**src/rtl/adder_sum_accumulator.sv**
```systemverilog
// Sums g_num_terms valid adder outputs into one frame total and presents it on a
// single-entry valid/ready holding register. The input is never stalled; a dropped total is flagged.
module adder_sum_accumulator #(
    parameter int unsigned g_data_width = 8,
    parameter int unsigned g_num_terms  = 4,
    localparam int unsigned g_sum_width = g_data_width + 1 + $clog2(g_num_terms),
    localparam int unsigned g_cnt_width = $clog2(g_num_terms + 1)
) (
    input  logic                    i_clk,
    input  logic                    i_rst,
    input  logic                    i_valid,
    input  logic [g_data_width:0]   i_C,
    input  logic                    i_ready,
    output logic                    o_valid,
    output logic [g_sum_width-1:0]  o_sum,
    output logic [g_cnt_width-1:0]  o_count,
    output logic                    o_overrun
);

    typedef logic [g_sum_width-1:0] sum_t;
    typedef logic [g_cnt_width-1:0] cnt_t;
    typedef enum logic [0:0] {StEmpty, StFull} out_state_e;

    out_state_e state_q, state_d;
    sum_t       acc_q, acc_d;
    sum_t       sum_q, sum_d;
    cnt_t       count_q, count_d;
    logic       overrun_q, overrun_d;

    logic       last_term;
    logic       complete;
    logic       handshake;
    sum_t       total;

    assign last_term = (count_q == cnt_t'(g_num_terms - 1));
    assign complete  = i_valid && last_term;
    assign handshake = (state_q == StFull) && i_ready;
    assign total     = acc_q + sum_t'(i_C);

    always_comb begin
        acc_d   = acc_q;
        count_d = count_q;
        if (i_valid) begin
            if (last_term) begin
                acc_d   = '0;
                count_d = '0;
            end else begin
                acc_d   = total;
                count_d = count_q + cnt_t'(1);
            end
        end
    end

    // A handshake frees the register on the same edge, so a coincident total loads without a bubble.
    always_comb begin
        state_d   = state_q;
        sum_d     = sum_q;
        overrun_d = overrun_q;
        unique case (state_q)
            StEmpty: begin
                if (complete) begin
                    sum_d   = total;
                    state_d = StFull;
                end
            end
            StFull: begin
                if (handshake) begin
                    if (complete) begin
                        sum_d = total;
                    end else begin
                        state_d = StEmpty;
                    end
                end else if (complete) begin
                    overrun_d = 1'b1;
                end
            end
            default: state_d = StEmpty;
        endcase
    end

    always_ff @(posedge i_clk) begin
        if (i_rst) begin
            state_q   <= StEmpty;
            acc_q     <= '0;
            sum_q     <= '0;
            count_q   <= '0;
            overrun_q <= 1'b0;
        end else begin
            state_q   <= state_d;
            acc_q     <= acc_d;
            sum_q     <= sum_d;
            count_q   <= count_d;
            overrun_q <= overrun_d;
        end
    end

    assign o_valid   = (state_q == StFull);
    assign o_sum     = sum_q;
    assign o_count   = count_q;
    assign o_overrun = overrun_q;

endmodule
```
**config.mk**
```make
export PLATFORM = sky130hd
export DESIGN_NAME = adder_sum_accumulator
export DESIGN_NICKNAME = d
export VERILOG_FILES = /design/src/rtl/adder_sum_accumulator.sv
export SDC_FILE = /design/constraint.sdc
export NUM_CORES = 1
export LEC_CHECK = 0
export ABC_AREA = 1
export CAP_MARGIN = 20
export CELL_PAD_IN_SITES_DETAIL_PLACEMENT = 0
export CELL_PAD_IN_SITES_GLOBAL_PLACEMENT = 2
export CORE_MARGIN = 5
export CORE_UTILIZATION = 29
export CTS_BUF_LIST = sky130_fd_sc_hd__clkbuf_8
export DETAILED_ROUTE_END_ITERATION = 7
export HOLD_SLACK_MARGIN = 0.08
export PLACE_DENSITY_LB_ADDON = 0.1
export SYNTH_ARGS = -nofsm -noshare
export SYNTH_HDL_FRONTEND = slang
export SYNTH_SLANG_ARGS = --single-unit
```
**constraint.sdc**
```tcl
create_clock -name i_clk -period 1.94 [get_ports i_clk]
set_input_delay 0.291 -clock i_clk [delete_from_list [all_inputs] [get_ports i_clk]]
set_output_delay 0.291 -clock i_clk [all_outputs]
set_load 0.01 [all_outputs]
```
Word-level counts from Yosys, hierarchy flattened
Index checks and enable logic that the tools add are counted.
{"block": "word_totals", "input_bits": 13, "output_inout_bits": 16, "register_bits": 27, "wordCells": 22}
{"block": "op_classes", "n_eq_ne": 2, "n_mux": 8, "reduce_logical": 3, "add_sub_neg": 2, "bitwise_logic": 2}
{"operator": "$mux W11", "n": 3}
{"operator": "$pmux W11 S2", "n": 1}
{"operator": "$add A11 B9 Y11", "n": 1}
{"operator": "$add A3 B1 Y3 const B", "n": 1}
{"operator": "$eq A3 B2 Y1 const B", "n": 1}
{"operator": "$mux W3", "n": 1}
{"operator": "$reduce_and A3 Y1", "n": 1}
{"operator": "$logic_and A1 B1 Y1", "n": 2}
{"operator": "$mux W1", "n": 2}
{"operator": "$ne A2 B1 Y1 const B", "n": 1}
{"operator": "$not A1 Y1", "n": 2}
{"operator": "$pmux W1 S2", "n": 1}

Logic depth before layout (Yosys ltp)
Gate-level depths: netlist of run 1.
{"block": "depth", "depth_word": 5, "ltp_mapped": 13}

Worst setup path after synthesis of run 1
No wires, ideal clock.
{"block": "synth_path", "kind": "register -> register", "start": "register acc_q[0]", "end": "register sum_q[8], in the netlist o_sum[8]", "required_ns": 1.832, "slack_ns": 0.316, "synth_period_minus_slack_ns": 1.624, "setup_time_ns": 0.108, "path_stages_with_launch": 13, "path_buffers": 0, "t_arrival_ns": 1.515, "cell_sequence": "dfxtp_1 > ha_1 > inv_1 > fa_1 > inv_1 > nand3_1 > nand3_1 > nand2_1 > nand2_1 > nand2_1 > nand2_1 > a21o_1 > inv_1"}
{"block": "synth_via", "elab_chain_cells": 4}
{"item": "from (decl)", "line_no": "25", "rtl": "sum_t acc_q, acc_d;"}
{"item": "from (signal assigned)", "line_no": "84", "rtl": "acc_q <= '0;"}
{"item": "from (signal assigned)", "line_no": "90", "rtl": "acc_q <= acc_d;"}
{"item": "$add A11 B9 Y11 (*)", "line_no": "38", "rtl": "assign total = acc_q + sum_t'(i_C);"}
{"item": "$mux W11 (*)", "line_no": "61, 68"}
{"item": "$mux W11", "line_no": "67", "rtl": "if (handshake) begin"}
{"item": "$pmux W11 S2 (*)", "line_no": "59", "rtl": "unique case (state_q)"}
{"item": "to (signal assigned)", "line_no": "91", "rtl": "sum_q <= sum_d;"}
{"item": "to (decl)", "line_no": "26", "rtl": "sum_t sum_q, sum_d;"}
Mark *: on every way between the ends. The rest lies on a longest branch, timed or not. The select of a mux whose other input is x is not followed.
A chain may end at the register's enable or synchronous reset.

Worst setup path after layout of run 1
{"block": "layout_path", "start": "input i_C[0]", "end": "register sum_q[10], in the netlist o_sum[10]"}
{"block": "layout_via", "elab_chain_cells": 4}
{"item": "from (decl)", "line_no": "12", "rtl": "input logic [g_data_width:0] i_C,"}
{"item": "$add A11 B9 Y11 (*)", "line_no": "38"}
{"item": "$mux W11 (*)", "line_no": "61, 68"}
{"item": "$mux W11", "line_no": "67"}
{"item": "$pmux W11 S2 (*)", "line_no": "59"}
Marked as above.

==> results of run 1 <==
## routing by layer
| layer | part of all wire (%) | GRT usage (%) | vias up |
|---|---|---|---|
| li1 | - | - | 826 |
| met1 | 51 | 16.1 | 672 |
| met2 | 45 | 20.4 | 24 |
| met3 | 3.3 | 2.17 | 2 |
| met4 | 0.72 | 3.07 | 0 |
| met5 | 0 | 0 | - |
## metrics by stage
step                      cells  hold slack [ns]
after floorplan             235            0.386
after global placement      348            0.458
after detailed placement    348            0.466
after CTS                   352            0.483
after global routing        352            0.498
final                       352            0.477
## critical path: cells and delay by family
| kind | cells | cell delay (ns) |
|---|---|---|
| simple gates | 6 | 0.47 |
| buf+inv | 5 | 0.74 |
| fa+ha+maj | 2 | 0.51 |
## sequential cells by signal, summed over array words and instances (netlist names)
name,cells
o_overrun,1
acc_q,11
o_sum,11
o_count,3
o_valid,1
## kinds of logic (layout without fill, tap and decap cells)
logic type	count (synthesis)	in the layout	share of synthesized area, %
AO/OA/AOI/OAI	28	28	10.4
AND/OR/NAND/NOR	127	127	33.4
XOR/XNOR	3	3	1.66
flip-flops	27	27	34.2
adder cells (fa/ha/maj)	11	11	9.18
buffers and inverters	39	86	11.2
## report_power, final
group          internal (uW)  switching [uW]
clock                    146             198
combinational            199             227
sequential               587            20.5
total                    932             445
## layout make-up
type	count	area, sq um
fillers	592	3090
multi-input cells	169	871
flip-flops and latches	27	541
repair buffers	48	430
inverters	34	140
well taps	70	87.6
clock buffers	3	41.3
clock inverters	1	7.51
## cell usage after synthesis
master,count
dfxtp_1,27
fa_1,1
a211oi_1,1
nand3b_1,1
a21boi_0,1
clkinv_8,1
buf_2,1
nand3_2,1
a31oi_1,1
buf_1,1
a21o_1,1
nor2_4,1
o21ai_1,1
nor2_1,32
nand2_2,1
nand4_1,2
a21oi_2,2
inv_1,33
clkbuf_1,2
a21oi_1,13
xnor2_1,1
buf_12,1
nand2_4,1
nand2_1,73
xor2_1,2
nand3_1,15
o22ai_1,1
o21bai_2,1
o21ai_0,6
ha_1,10
## worst max-delay path by stage
stage                     startpoint         to  slack (ns)  cells after the start
final                         i_C[0]  o_sum[10]        0.13                     13
after global routing          i_C[0]   o_sum[6]        0.01                     14
after CTS                     i_C[0]   o_sum[8]        0.07                     13
after detailed placement      i_C[0]   o_sum[8]       -0.23                     13
after global placement        i_C[0]   o_sum[6]       -0.19                     14
after floorplan             acc_q[0]   o_sum[8]        0.32                     12
==> results.md, run 1 <==
- Status: completed
- Min-Delay Path Depth: 2
- Design area: 2120 sq um
- First DRT Iteration DRCs: 49
- Io pins: 29
- Syn_nets: 259
- Post_cts resized: 0
- Hpwl dp: 3.29 mm
- CP most frequent cell: nand2_1
- CP max stage cell: clkdlybuf4s50_1
- CTS tree: built
- Required time worst endpoint: 2.13 ns
- Setup-failing EPs final: 0
- Initial antenna violation count: 0
- Startpoint types: primary input
- Yosys warning count: 0
- Worst EP arrival: 2.00 ns
- Slew @ Worst Pin: 0.428 ns
- Vias in the first global route: 1501
- ANT cells: 0
- Post-CTS Setup Inserts: 0
- Setup TNS Final: 0 ns
- Core Region: 5200 sq um
- Initial Util: 30.4%
- Worst-Skew Late Latency: 0.28 ns
- Hold Crit Class: flop to flop
- Commonest cells after routing, fill and taps aside: 73 x nand2_1, 33 x inv_1, 32 x nor2_1
- Worst slack at placement: -0.226 ns
- Die X: 83.8 um
- Final worst-path cycle share: 93.3%
- Achievable Freq: 553 MHz
- Max Cap Violations: 0
- Synth area leaders: dfxtp_1 34%, nand2_1 17%, ha_1 7.9%
- Final Hold Vio Count: 0
- Largest net degree at the start of global routing: 18
- Yosys top cell by area: dfxtp_1
- Die ar.: 7030 sq um
- Sink Count: 27
- Setup ws final: 0.130 ns
- Total track usage: 12.2%
- Post-DP Area: 2060 sq um
- Die Ht: 83.8 um
- Hold Startpoint: acc_q[7]
- Routed len/inst: 11.8 um
- Post-layout power: 1380 uW
- Clock-pin slew on the worst setup and hold paths: 0.11 ns
- Top cell type's share of synthesized area: 34.2%
- Layout cells sized above 1: 12.1%
- CP Class: primary input to flop
- Core Util, Final: 40.7%
- P_leak: 0.00104 uW
- Post-DR vias/cell: 4.33
- Maximum vdd drop: 0.000402 V
- Drt pass-1 iters: 4
- Sequential share of the synthesized area: 34.2%
- Vias: 1524
- Synth Instances: 235
- Max-slew violations: 0
- GP Congestion: 0.734
- Post-synthesis cell area: 1580 sq um
- Final WL: 4.15 mm
- Site Rows: 26
- Worst R2R Setup Slack: 0.26 ns
- Final nets: 307
- CP Cell Sequence: clkdlybuf4s50_1 > ha_1 > inv_1 > fa_2 > inv_1 > buf_4 > nand3_1 > nand3_1 > nand2_1 > nand2_1 > nand2_1 > nand2_1 > inv_1
- Distinct cells, synth: 30
- Register bit total from synthesis: 27
- Worst setup EP type: flop
- R2R cell count: 12
- Commonest non-fill, non-tap cell in the layout: nand2_1
- Unrepaired setup endpoints after global routing: false
- TritonCTS buffer count: 3
- H-tree Lvls: 1
- GR Overflow Total: 0
- Hold EP: acc_q[7]
- Max-Slew Margin vs Limit: 71.5%
- PD cells: 650 nW/um^2
- Clock Path Buffers: 2
- Crit path max fanout: 2
- Reg2Reg Capture Point: o_sum[10]
- Clk Tree Root Cell: clkbuf_8
- FF-to-FF Start: acc_q[0]
- Routed Antenna Nets: 0
- CP max stage delay: 0.46 ns
- First-pass GRT wire length: 6.98 mm
- Area Overhead vs Synth: 34.0%
- Residual DRC: 0
- Clock period minus worst slack: 1.81 ns
- Clk_skew: 0.00594 ns
- Mean Syn Cell Area: 6.72 sq um
- # hold bufs at CTS: 0
- Number of port buffers: 28
(Power assumes the default switching activity.)
==> run 2: changes to the inputs <==
--- a/config.mk
+++ b/config.mk
@@ -7,14 +7,11 @@
 export LEC_CHECK = 0
 export ABC_AREA = 1
 export CAP_MARGIN = 20
-export CELL_PAD_IN_SITES_DETAIL_PLACEMENT = 0
-export CELL_PAD_IN_SITES_GLOBAL_PLACEMENT = 2
 export CORE_MARGIN = 5
-export CORE_UTILIZATION = 29
+export CORE_UTILIZATION = 40
 export CTS_BUF_LIST = sky130_fd_sc_hd__clkbuf_8
 export DETAILED_ROUTE_END_ITERATION = 7
 export HOLD_SLACK_MARGIN = 0.08
-export PLACE_DENSITY_LB_ADDON = 0.1
 export SYNTH_ARGS = -nofsm -noshare
 export SYNTH_HDL_FRONTEND = slang
 export SYNTH_SLANG_ARGS = --single-unit
==> results.md, run 2 (same netlist as run 1, synthesis figures left out) <==
- Worst EP arrival: 2.04 ns (+0.04 ns)
- Setup-failing EPs final: 0 (unchanged)
- Final Hold Vio Count: 0 (unchanged)
- Hold Crit Class: flop to flop
- Final worst-path cycle share: 94.1% (+0.81 points)
- Die Ht: 72.9 um (-13%)
- PD cells: 659 nW/um^2 (+1.4%)
- Clk Tree Root Cell: clkbuf_8
- Site Rows: 22 (-15%)
- Achievable Freq: 548 MHz (-0.86%)
- Clock Path Buffers: 2 (unchanged)
- Vias: 1504 (-1.3%)
- Commonest non-fill, non-tap cell in the layout: nand2_1
- Final nets: 302 (-1.6%)
- GP Congestion: 0.808 (+10%)
- Routed Antenna Nets: 0 (unchanged)
- Io pins: 29 (unchanged)
- Worst setup EP type: flop
- Vias in the first global route: 1428 (-4.9%)
- Drt pass-1 iters: 4 (unchanged)
- Final WL: 3.91 mm (-5.8%)
- Status: completed
- Area Overhead vs Synth: 30.2%
- Required time worst endpoint: 2.16 ns (+0.03 ns)
- Sink Count: 27 (unchanged)
- P_leak: 0.00102 uW (-2.2%)
- Maximum vdd drop: 0.000319 V (-21%)
- Residual DRC: 0 (unchanged)
- Post-DR vias/cell: 4.63 (+6.9%)
- Total track usage: 15.7% (+3.5 points)
- H-tree Lvls: 1 (unchanged)
- DP Cell Count: 320 (-8.0%)
- GR Overflow Total: 0 (unchanged)
- Clock-pin slew on the worst setup and hold paths: 0.09 ns (-0.02 ns)
- FILL cells: 377 (-36%)
- Crit path max fanout: 3 (+1)
- First-pass GRT wire length: 6.48 mm (-7.1%)
- Commonest cells after routing, fill and taps aside: 73 x nand2_1, 33 x inv_1, 32 x nor2_1
- Initial antenna violation count: 0 (unchanged)
- Post-Layout Cell Count: 325 (-7.7%)
- Post-layout power: 1360 uW (-1.6%)
- WHS: 0.475 ns (-0.00232 ns)
- Initial Util: 42.2% (+12 points)
- Die X: 72.9 um (-13%)
- First DRT Iteration DRCs: 71 (+45%)
- Max-slew violations: 0 (unchanged)
- Die ar.: 5310 sq um (-24%)
- TritonCTS buffer count: 3 (unchanged)
- Max-Slew Margin vs Limit: 70.8% (-0.61 points)
- Number of port buffers: 28 (unchanged)
- CP Class: primary input to flop
- CTS tree: built
- Max Cap Violations: 0 (unchanged)
- Largest net degree at the start of global routing: 18 (unchanged)
- Startpoint types: primary input
- Worst-Skew Late Latency: 0.28 ns (about the same)
- Routed len/inst: 12.0 um (+2.0%)
- ANT cells: 0 (unchanged)
- Clock period minus worst slack: 1.83 ns (+0.0158 ns)
- Core Region: 3740 sq um (-28%)
- Clk_skew: 0.00553 ns (-0.000407 ns)
- Slew @ Worst Pin: 0.437 ns (+0.00907 ns)
- Layout cells sized above 1: 11.2% (-0.87 points)
- Hpwl dp: 2.95 mm (-10%)
==> run 2: worst paths after layout <==
| path | startpoint | to | slack, ns | cells after the start |
|---|---|---|---|---|
| worst min-delay path | acc_q[3] | acc_q[3] | 0.47 | 2 |
| worst max-delay path | i_C[0] | acc_q[4] | 0.11 | 11 |
| worst max register to register | acc_q[0] | acc_q[4] | 0.25 | 10 |
| worst min register to register | acc_q[3] | acc_q[3] | 0.47 | 2 |
==> run 2: report_power, final <==
part | total (uW) | switching (uW) | internal (uW)
clock | 333 | 188 | 145
sequential | 608 | 20.9 | 587
combinational | 415 | 222 | 192
==> run 2: final cells by class <==
| class | instances | area [sq um] | area share, % |
|---|---|---|---|
| clock inverter | 1 | 5.00 | 0.243 |
| clock buffer | 3 | 41.3 | 2.01 |
| inverter | 34 | 140 | 6.81 |
| sequential | 27 | 541 | 26.3 |
| timing repair buffer | 43 | 393 | 19.1 |
| tap | 48 | 60.1 | 2.92 |
| multi-input combinational | 169 | 877 | 42.6 |
==> run 2: what timing repair did <==
item                       4_1_cts  5_1_grt
hold buffers                     0        0
setup buffers                    0        1
setup endpoints to repair        0        7
resized for setup                0        5
==> run 2: per-stage QoR <==
step                setup WS [ns]  util (%)  instance area (sq um)  TNS, ns
global placement           -0.214      53.1                   1990    -1.58
floorplan                   0.316         -                   1580        0
finish                      0.115      54.9                   2060        0
global route             -0.00980      54.9                   2060  -0.0167
detailed placement         -0.280      53.1                   1990    -2.02
CTS                        0.0229      54.4                   2040        0
==> run 2: worst max-delay path, cell delays in order <==
cell,delay [ns]
clkdlybuf4s50_1,0.48
ha_2,0.17
inv_1,0.06
fa_2,0.33
inv_1,0.07
nand3_1,0.09
nand3_2,0.11
xor2_1,0.15
buf_4,0.12
nand2_1,0.04
a21oi_1,0.12
==> run 2: routing by layer <==
metal | wire (um) | share of wire [%] | global-route usage, % | vias up
met5 | 0 | 0 | 0 | -
met4 | 54 | 1.4 | 4.92 | 0
met3 | 167 | 4.3 | 2.62 | 5
met2 | 1720 | 44 | 24.1 | 31
li1 | - | - | - | 815
met1 | 1960 | 50 | 22.2 | 653
==> run 3: changes to the inputs <==
--- a/config.mk
+++ b/config.mk
@@ -12,6 +12,7 @@
 export CTS_BUF_LIST = sky130_fd_sc_hd__clkbuf_8
 export DETAILED_ROUTE_END_ITERATION = 7
 export HOLD_SLACK_MARGIN = 0.08
+export MAX_ROUTING_LAYER = met4
 export SYNTH_ARGS = -nofsm -noshare
 export SYNTH_HDL_FRONTEND = slang
 export SYNTH_SLANG_ARGS = --single-unit
==> results.md, run 3 (same netlist as run 1, synthesis figures left out) <==
- Status: completed
- CP most frequent cell: inv_1
- Final WL: 3.91 mm (unchanged)
- Worst EP arrival: 2.04 ns (about the same)
- Number of port buffers: 28 (unchanged)
- Required time worst endpoint: 2.16 ns (about the same)
- Slew @ Worst Pin: 0.437 ns (+0.00000954 ns)
- Startpoint types: primary input
- Area Overhead vs Synth: 30.2% (unchanged)
- Die X: 72.9 um (unchanged)
- Worst setup EP type: flop
- Maximum vdd drop: 0.000319 V (about the same)
- Worst Setup EP: acc_q[4]
- Clk Tree Root Cell: clkbuf_8
- R2R cell count: 10 (unchanged)
- Layout cells sized above 1: 11.2% (unchanged)
- TritonCTS buffer count: 3 (unchanged)
- Max Cap Violations: 0 (unchanged)
- Routed len/inst: 12.0 um (unchanged)
- Setup-failing EPs final: 0 (unchanged)
- Die ar.: 5310 sq um (unchanged)
- Routed Antenna Nets: 0 (unchanged)
- Largest net degree at the start of global routing: 18 (unchanged)
- Site Rows: 22 (unchanged)
- Core Region: 3740 sq um (unchanged)
- Clock Path Buffers: 2 (unchanged)
- Setup ws final: 0.115 ns (-0.00000600 ns)
- Worst R2R Setup Slack: 0.25 ns (about the same)
- CTS tree: built
- Commonest non-fill, non-tap cell in the layout: nand2_1
- Achievable Freq: 548 MHz (about the same)
- Drt pass-1 iters: 4 (unchanged)
- FF-to-FF Start: acc_q[0]
- Vias: 1504 (unchanged)
- Largest delay contributor family on the critical path: buffers and inverters
- CP max stage delay: 0.48 ns (about the same)
- Worst slack at placement: -0.280 ns (unchanged)
- CP Class: primary input to flop
- Final worst-path cycle share: 94.1% (about the same)
- Crit path max fanout: 3 (unchanged)
- Sink Count: 27 (unchanged)
- Hpwl dp: 2.95 mm (unchanged)
- Clk_skew: 0.00547 ns (-0.0000651 ns)
- Initial antenna violation count: 0 (unchanged)
- Levels on crit path: 11 (unchanged)
- Initial Util: 42.2% (unchanged)
- Post-DR vias/cell: 4.63 (unchanged)
- Worst-Skew Late Latency: 0.28 ns (about the same)
- Commonest cells after routing, fill and taps aside: 73 x nand2_1, 33 x inv_1, 32 x nor2_1
- Hold Crit Class: flop to flop
- Residual DRC: 0 (unchanged)
- Final Hold Vio Count: 0 (unchanged)
- P_leak: 0.00102 uW (unchanged)
- Clock period minus worst slack: 1.83 ns (+0.00000600 ns)
- Setup TNS Final: 0 ns (unchanged)
- Worst Setup SP: i_C[0]
- GR Overflow Total: 0 (unchanged)
- First-pass GRT wire length: 6.47 mm (-0.11%)
- Clock-pin slew on the worst setup and hold paths: 0.09 ns (about the same)
- Crit path buf inv count: 4 (unchanged)
- H-tree Lvls: 1 (unchanged)
- CP max stage cell: clkdlybuf4s50_1
- Post-layout power: 1360 uW (about the same)
- GP Congestion: 0.820 (+1.5%)
- First DRT Iteration DRCs: 84 (+18%)
- Vias in the first global route: 1428 (unchanged)
- Max-Slew Margin vs Limit: 70.8% (about the same)
- Die Ht: 72.9 um (unchanged)
- Final nets: 302 (unchanged)
- CP Cell Sequence: clkdlybuf4s50_1 > ha_2 > inv_1 > fa_2 > inv_1 > nand3_1 > nand3_2 > xor2_1 > buf_4 > nand2_1 > a21oi_1
- Reg2Reg Capture Point: acc_q[4]
- PD cells: 659 nW/um^2 (about the same)
- Max-slew violations: 0 (unchanged)
- Total track usage: 16.1% (+0.46 points)
- Io pins: 29 (unchanged)
- ANT cells: 0 (unchanged)
==> run 3: timing repair <==
action / in CTS / in global routing
gates resized for setup: 0 / 5
hold buffers: 0 / 0
setup endpoints to repair: 0 / 7
buffers inserted: 0 / 1
==> run 3: worst min path at each step <==
stage / from / endpoint / slack [ns] / depth (start not counted)
3_5_place_dp: acc_q[3] / acc_q[3] / 0.46 / 2
5_1_grt: acc_q[6] / acc_q[6] / 0.50 / 2
6_report: acc_q[3] / acc_q[3] / 0.47 / 2
4_1_cts: acc_q[3] / acc_q[3] / 0.48 / 2
2_1_floorplan: i_valid / o_count[0] / 0.39 / 1
3_3_place_gp: acc_q[2] / acc_q[2] / 0.46 / 2
==> run 3: per-layer routing <==
metal	vias to the layer above	part of all wire [%]	global-route usage [%]
li1	815	-	-
met5	-	0	-
met1	653	50	22.3
met2	31	44	24.1
met4	0	1.4	4.92
met3	5	4.1	2.48
==> run 3: layout make-up <==
class                   instances  area [sq um]
clock buffers                   3          41.3
well taps                      48          60.1
flip-flops and latches         27           541
inverters                      34           140
clock inverters                 1          5.00
fillers                       377          1690
repair buffers                 43           393
multi-input cells             169           877
==> run 3: stage by stage <==
step / std cells / area (sq um) / hold WS [ns] / util, %
after floorplan: 235 / 1580 / 0.386 / -
after global placement: 320 / 1990 / 0.459 / 53.1
after detailed placement: 320 / 1990 / 0.462 / 53.1
after CTS: 324 / 2040 / 0.477 / 54.4
after global routing: 325 / 2060 / 0.500 / 54.9
final: 325 / 2060 / 0.475 / 54.9
==> run 3: worst min-delay path: cells and delay by family (launching register included) <==
family             cells  cell delay (ns)
DFF                    1             0.32
and+or+nand+nor        1             0.06
AOI/OAI and AO/OA      1             0.05
==> run 3: where the power goes <==
group,switching (uW),total [uW],leakage (uW),internal (uW)
clock network,188,333,0.0000255,145
registers,20.9,608,0.000220,587
logic,222,415,0.000771,192
total,431,1360,0.00102,924
